==> src/rtl/led_pattern_sequencer.sv <==
// Pattern player: steps a single-read-port ROM through Len entries at a programmable tick
// rate, with loop / one-shot / ping-pong / hold modes, and registers the fetched word onto Led.
module led_pattern_sequencer #(
    parameter int unsigned DATA_W = 8,
    parameter int unsigned ADDR_W = 5,
    parameter int unsigned DIV_W  = 24
) (
    input  logic              Clk,
    input  logic              Rst,
    input  logic              Start,
    input  logic              Stop,
    input  logic [1:0]        Mode,
    input  logic [DIV_W-1:0]  Div,
    input  logic [ADDR_W:0]   Len,
    output logic [ADDR_W-1:0] RomAddr,
    input  logic [DATA_W-1:0] RomData,
    output logic [DATA_W-1:0] Led,
    output logic              Busy,
    output logic              Done
);

    localparam int unsigned DEPTH = 1 << ADDR_W;

    localparam logic [0:0] S_IDLE = 1'b0;
    localparam logic [0:0] S_RUN  = 1'b1;

    localparam logic [1:0] M_LOOP    = 2'b00;
    localparam logic [1:0] M_ONESHOT = 2'b01;
    localparam logic [1:0] M_PINGPONG = 2'b10;

    localparam logic DIR_UP   = 1'b0;
    localparam logic DIR_DOWN = 1'b1;

    logic [0:0]        state_q, state_d;
    logic [ADDR_W-1:0] addr_q, addr_d;
    logic [ADDR_W-1:0] last_q, last_d;
    logic [DIV_W-1:0]  div_q, div_d;
    logic [DIV_W-1:0]  cnt_q, cnt_d;
    logic              dir_q, dir_d;
    logic              pend_q, pend_d;
    logic [DATA_W-1:0] led_q, led_d;
    logic              busy_q, busy_d;
    logic              done_q, done_d;

    logic              tick_c;
    logic              len_sat_c;
    logic [ADDR_W-1:0] len_last_c;

    // Out-of-range lengths (0 or above DEPTH) play the full ROM.
    always_comb begin
        len_sat_c  = (Len == '0) || (Len > (ADDR_W+1)'(DEPTH));
        len_last_c = len_sat_c ? {ADDR_W{1'b1}} : ADDR_W'(Len - (ADDR_W+1)'(1));
    end

    assign tick_c = (state_q == S_RUN) && (cnt_q == div_q);

    always_comb begin
        state_d = state_q;
        addr_d  = addr_q;
        last_d  = last_q;
        div_d   = div_q;
        cnt_d   = cnt_q;
        dir_d   = dir_q;
        pend_d  = 1'b0;
        led_d   = pend_q ? RomData : led_q;
        done_d  = 1'b0;

        if (Start && !Stop) begin
            state_d = S_RUN;
            addr_d  = '0;
            dir_d   = DIR_UP;
            cnt_d   = '0;
            div_d   = Div;
            last_d  = len_last_c;
            pend_d  = 1'b1;
        end else if (state_q == S_RUN) begin
            if (Stop) begin
                state_d = S_IDLE;
                cnt_d   = '0;
            end else if (tick_c) begin
                cnt_d = '0;
                unique case (Mode)
                    M_LOOP: begin
                        dir_d  = DIR_UP;
                        addr_d = (addr_q == last_q) ? '0 : addr_q + ADDR_W'(1);
                        pend_d = 1'b1;
                    end
                    M_ONESHOT: begin
                        dir_d = DIR_UP;
                        if (addr_q == last_q) begin
                            state_d = S_IDLE;
                            done_d  = 1'b1;
                        end else begin
                            addr_d = addr_q + ADDR_W'(1);
                            pend_d = 1'b1;
                        end
                    end
                    M_PINGPONG: begin
                        pend_d = 1'b1;
                        // Single-entry pattern has nowhere to bounce to.
                        if (last_q == '0) begin
                            addr_d = '0;
                        end else if (dir_q == DIR_UP) begin
                            if (addr_q == last_q) begin
                                dir_d  = DIR_DOWN;
                                addr_d = addr_q - ADDR_W'(1);
                            end else begin
                                addr_d = addr_q + ADDR_W'(1);
                            end
                        end else begin
                            if (addr_q == '0) begin
                                dir_d  = DIR_UP;
                                addr_d = ADDR_W'(1);
                            end else begin
                                addr_d = addr_q - ADDR_W'(1);
                            end
                        end
                    end
                    default: begin
                    end
                endcase
            end else begin
                cnt_d = cnt_q + DIV_W'(1);
            end
        end else begin
            cnt_d = '0;
        end

        busy_d = (state_d == S_RUN);
    end

    always_ff @(posedge Clk or posedge Rst) begin
        if (Rst) begin
            state_q <= S_IDLE;
            addr_q  <= '0;
            last_q  <= '0;
            div_q   <= '0;
            cnt_q   <= '0;
            dir_q   <= DIR_UP;
            pend_q  <= 1'b0;
            led_q   <= '0;
            busy_q  <= 1'b0;
            done_q  <= 1'b0;
        end else begin
            state_q <= state_d;
            addr_q  <= addr_d;
            last_q  <= last_d;
            div_q   <= div_d;
            cnt_q   <= cnt_d;
            dir_q   <= dir_d;
            pend_q  <= pend_d;
            led_q   <= led_d;
            busy_q  <= busy_d;
            done_q  <= done_d;
        end
    end

    assign RomAddr = addr_q;
    assign Led     = led_q;
    assign Busy    = busy_q;
    assign Done    = done_q;

endmodule
==> config.mk <==
export PLATFORM = sky130hd
export DESIGN_NAME = led_pattern_sequencer
export DESIGN_NICKNAME = d
export VERILOG_FILES = /design/src/rtl/led_pattern_sequencer.sv
export SDC_FILE = /design/constraint.sdc
export NUM_CORES = 1
export LEC_CHECK = 0
export BUFFER_PORTS_ARGS = -buffer_cell sky130_fd_sc_hd__buf_2
export CORE_MARGIN = 2
export CORE_UTILIZATION = 51
export DETAILED_ROUTE_END_ITERATION = 6
export PLACE_DENSITY = 0.8
export SLEW_MARGIN = 40
export SYNTH_ARGS = -nofsm -noshare
export SYNTH_HDL_FRONTEND = slang
export SYNTH_SLANG_ARGS = --single-unit
export TNS_END_PERCENT = 5
==> constraint.sdc <==
create_clock -name Clk -period 2.1 [get_ports Clk]
set_input_delay 0.21 -clock Clk [delete_from_list [all_inputs] [get_ports Clk]]
set_output_delay 0.21 -clock Clk [all_outputs]
set_load 0.02 [all_outputs]
==> flow_summary_export.csv <==
group,metric,value,unit
timing,setup_viol,0,
placement,io_buffer_count,58,
yosys,ys_top_cells_by_count,"nand2_1 (85), dfrtp_1 (70), nor2_1 (44)",
placement,dp_hpwl,6530,um
min_path,hp-class,"input pin to flop",
floorplanning,die-area,8020,sq um
clocking,clock_latency,350,ps
final_layout,area_growth,24.2,%
power_and_ir_drop,p_per_area,732,nW/um^2
clocking,clockBufferDepth,2,
routing,routed_wl,8970,um
routing,vias_per_cell,5.38,
floorplanning,num_rows,31,
job,cap_violations,0,
setup_path,path_delay_family,"simple AND/OR/NAND/NOR gates",
clocking,htree_levels,3,
power_and_ir_drop,p_leak,2.25,nW
timing,skew,9.93,ps
floorplanning,boundaryPins,59,
placement,gp_congestion,0.945,
global_routing,antenna_found_initial,0,
clocking,clk_pin_slew,80,ps
yosys,synthDistinctLibCells,53,
routing,vias,3202,
yosys,avgSynthCellArea,9.33,sq um
yosys,synthTopCellsByArea,"dfrtp_1 (47%), nand2_1 (8.5%), xor2_1 (8.4%), xnor2_1 (4.5%), nor2_1 (4.4%)",
yosys,yosysMostFrequentCell,"nand2_1",
status,status,"complete, no violations",
floorplanning,dieHeight,89.6,um
timing,max_slew_margin,0.724,
global_routing,grtUsageTotal,0.239,
clocking,clock_sinks,70,
setup_path,path_class,"flop to flop",
floorplanning,start_util,0.520,
setup_path,slowest_stage,"or4_4",
floorplanning,core_area,7180,sq um
setup_path,cp.required,2370,ps
yosys,synth_seq_cells,70,
routing,ant_nets,0,
power_and_ir_drop,finalPower,3.40,mW
yosys,ys_seq_area_frac,0.469,
final_layout,num-nets-final,544,
final_layout,fill_cells,600,
yosys,yosys_warnings,0,
setup_path,arrival,2360,ps
yosys,synth_top_cell_area_share,0.469,
clocking,cts_setup_buffers,0,
yosys,synthCells,400,
floorplanning,die_w,89.6,um
setup_path,cp-end-kind,"flop",
timing,fmax,480,MHz
global_routing,grt_max_degree,41,
final_layout,postLayoutCellArea,4640,sq um
routing,drc,0,
yosys,syn_area,3730,sq um
yosys,yosys.area.top_type,"dfrtp_1",
yosys,synth_edf_count,0,
setup_path,crit_fanout,5,
timing,hold_violations,0,
final_layout,drive_above_1_share,0.286,
timing,rsz0062_at_grt,"true",
setup_path,path_buf_inv,0,
setup_path,crit_path_cell_trace,"xnor2_1, nand4_1, or4_4, or4_1, a21oi_2",
setup_path,critical_path.max_stage_delay,560,ps
clocking,root_buffer,"clkbuf_8",
routing,firstDrtPassIters,5,
setup_path,critPathLaunchType,"flop",
yosys,ys_async_sr_fraction,1.00,
routing,wl_per_cell,15.1,um
timing,slew_viol_final,0,
placement,place_area,4370,sq um
global_routing,grt_pass1_vias,3071,
power_and_ir_drop,ir_drop,367,uV
routing,drtIter0Drc,310,
yosys,synth_nets,453,
final_layout,diodes,0,
clocking,cts_tree,"yes",
timing,worst_pin_slew,411,ps
timing,period_minus_slack,2080,ps
global_routing,grt_pass1_wl,14500,um
yosys,synthFlopType,"dfrtp_1",
timing,period_share,0.991,
global_routing,grt_overflow,0,
clocking,numCtsBuffers,9,
-- power breakdown --
group	switching, mW	internal, mW
Sequential	0.106	1.47
Clock	0.506	0.581
Combinational	0.408	0.328
-- registers in the layout, summed over array words and instances, names as in the netlist --
register,flops
dir_q,1
Busy,1
RomAddr,5
div_q,24
pend_q,1
last_q,5
Led,8
Done,1
cnt_q,24
-- worst paths after layout --
check | from | to | slack, ps | cells after the start
max | cnt_q[7] | pend_q | 20 | 5
max in group asynchronous | Rst | cnt_q[11] | 1230 | 4
max reg2reg | cnt_q[7] | pend_q | 20 | 5
min in group asynchronous | Rst | Led[1] | 320 | 3
min | Div[17] | div_q[17] | 40 | 3
min reg2reg | div_q[5] | div_q[5] | 500 | 2
-- tightest hold or removal path, delay by kind of cell --
family | cells | cell delay (ps)
buf+inv | 1 | 70
simple gates | 2 | 80
-- area by class of cell --
class / instances / area (sq um) / share of cell area
Clock buffer: 11 / 141 / 0.0305
Clock inverter: 5 / 58.8 / 0.0127
Inverter: 13 / 48.8 / 0.0105
Multi-Input combinational cell: 302 / 1910 / 0.413
Sequential cell: 70 / 1760 / 0.378
Tap cell: 99 / 124 / 0.0267
Timing Repair Buffer: 95 / 596 / 0.128
-- per-stage QoR --
step / util / std cells / hold WS (ps) / TNS [ps] / worst slack (ps)
finish: 0.646 / 595 / 42.8 / 0 / 18.5
global route: 0.646 / 595 / 43.7 / -134 / -50.1
CTS: 0.641 / 595 / 32.6 / 0 / 1.98
detailed placement: 0.610 / 578 / 140 / -38.7 / -25.2
global placement: 0.610 / 578 / 136 / 0 / 63.6
floorplan: - / 400 / 273 / 0 / 48.4
-- per-layer routing --
metal | GRT usage | part of all wire
met5 | 0 | 0
met4 | 0.123 | 0.033
met3 | 0.0351 | 0.055
met2 | 0.368 | 0.47
met1 | 0.329 | 0.45
-- cells in the final DEF (no fill, tap or decap), types with 10 or more instances in the layout --
cell type  synthesis  layout
xnor2_1           19      17
nor2_1            44      43
inv_1             13      12
xor2_1            36      36
dfrtp_1           70      67
clkbuf_8           0      10
a21oi_1           15      12
nand4_1           10      10
nand2_1           85      85
nand3_1           13      13
buf_2              4      58
buf_4              0      34
-- what timing repair did --
item | 4_1_cts | 5_1_grt
resized for setup | 2 | 12
hold buffers | 1 | 0
pin swaps | 3 | 3
endpoints found under the hold margin | 8 | 0
endpoints found under the setup margin | 3 | 30
-- cell families after synthesis --
| logic type | after synthesis | synth area share |
|---|---|---|
| fa+ha+maj | 9 | 0.0302 |
| flops | 70 | 0.469 |
| mux | 11 | 0.0325 |
| buf+inv | 28 | 0.0322 |
| compound gates | 43 | 0.0834 |
| simple gates | 183 | 0.219 |
| xor+xnor | 56 | 0.133 |
No activity file was read; power rests on OpenSTA's default activity.
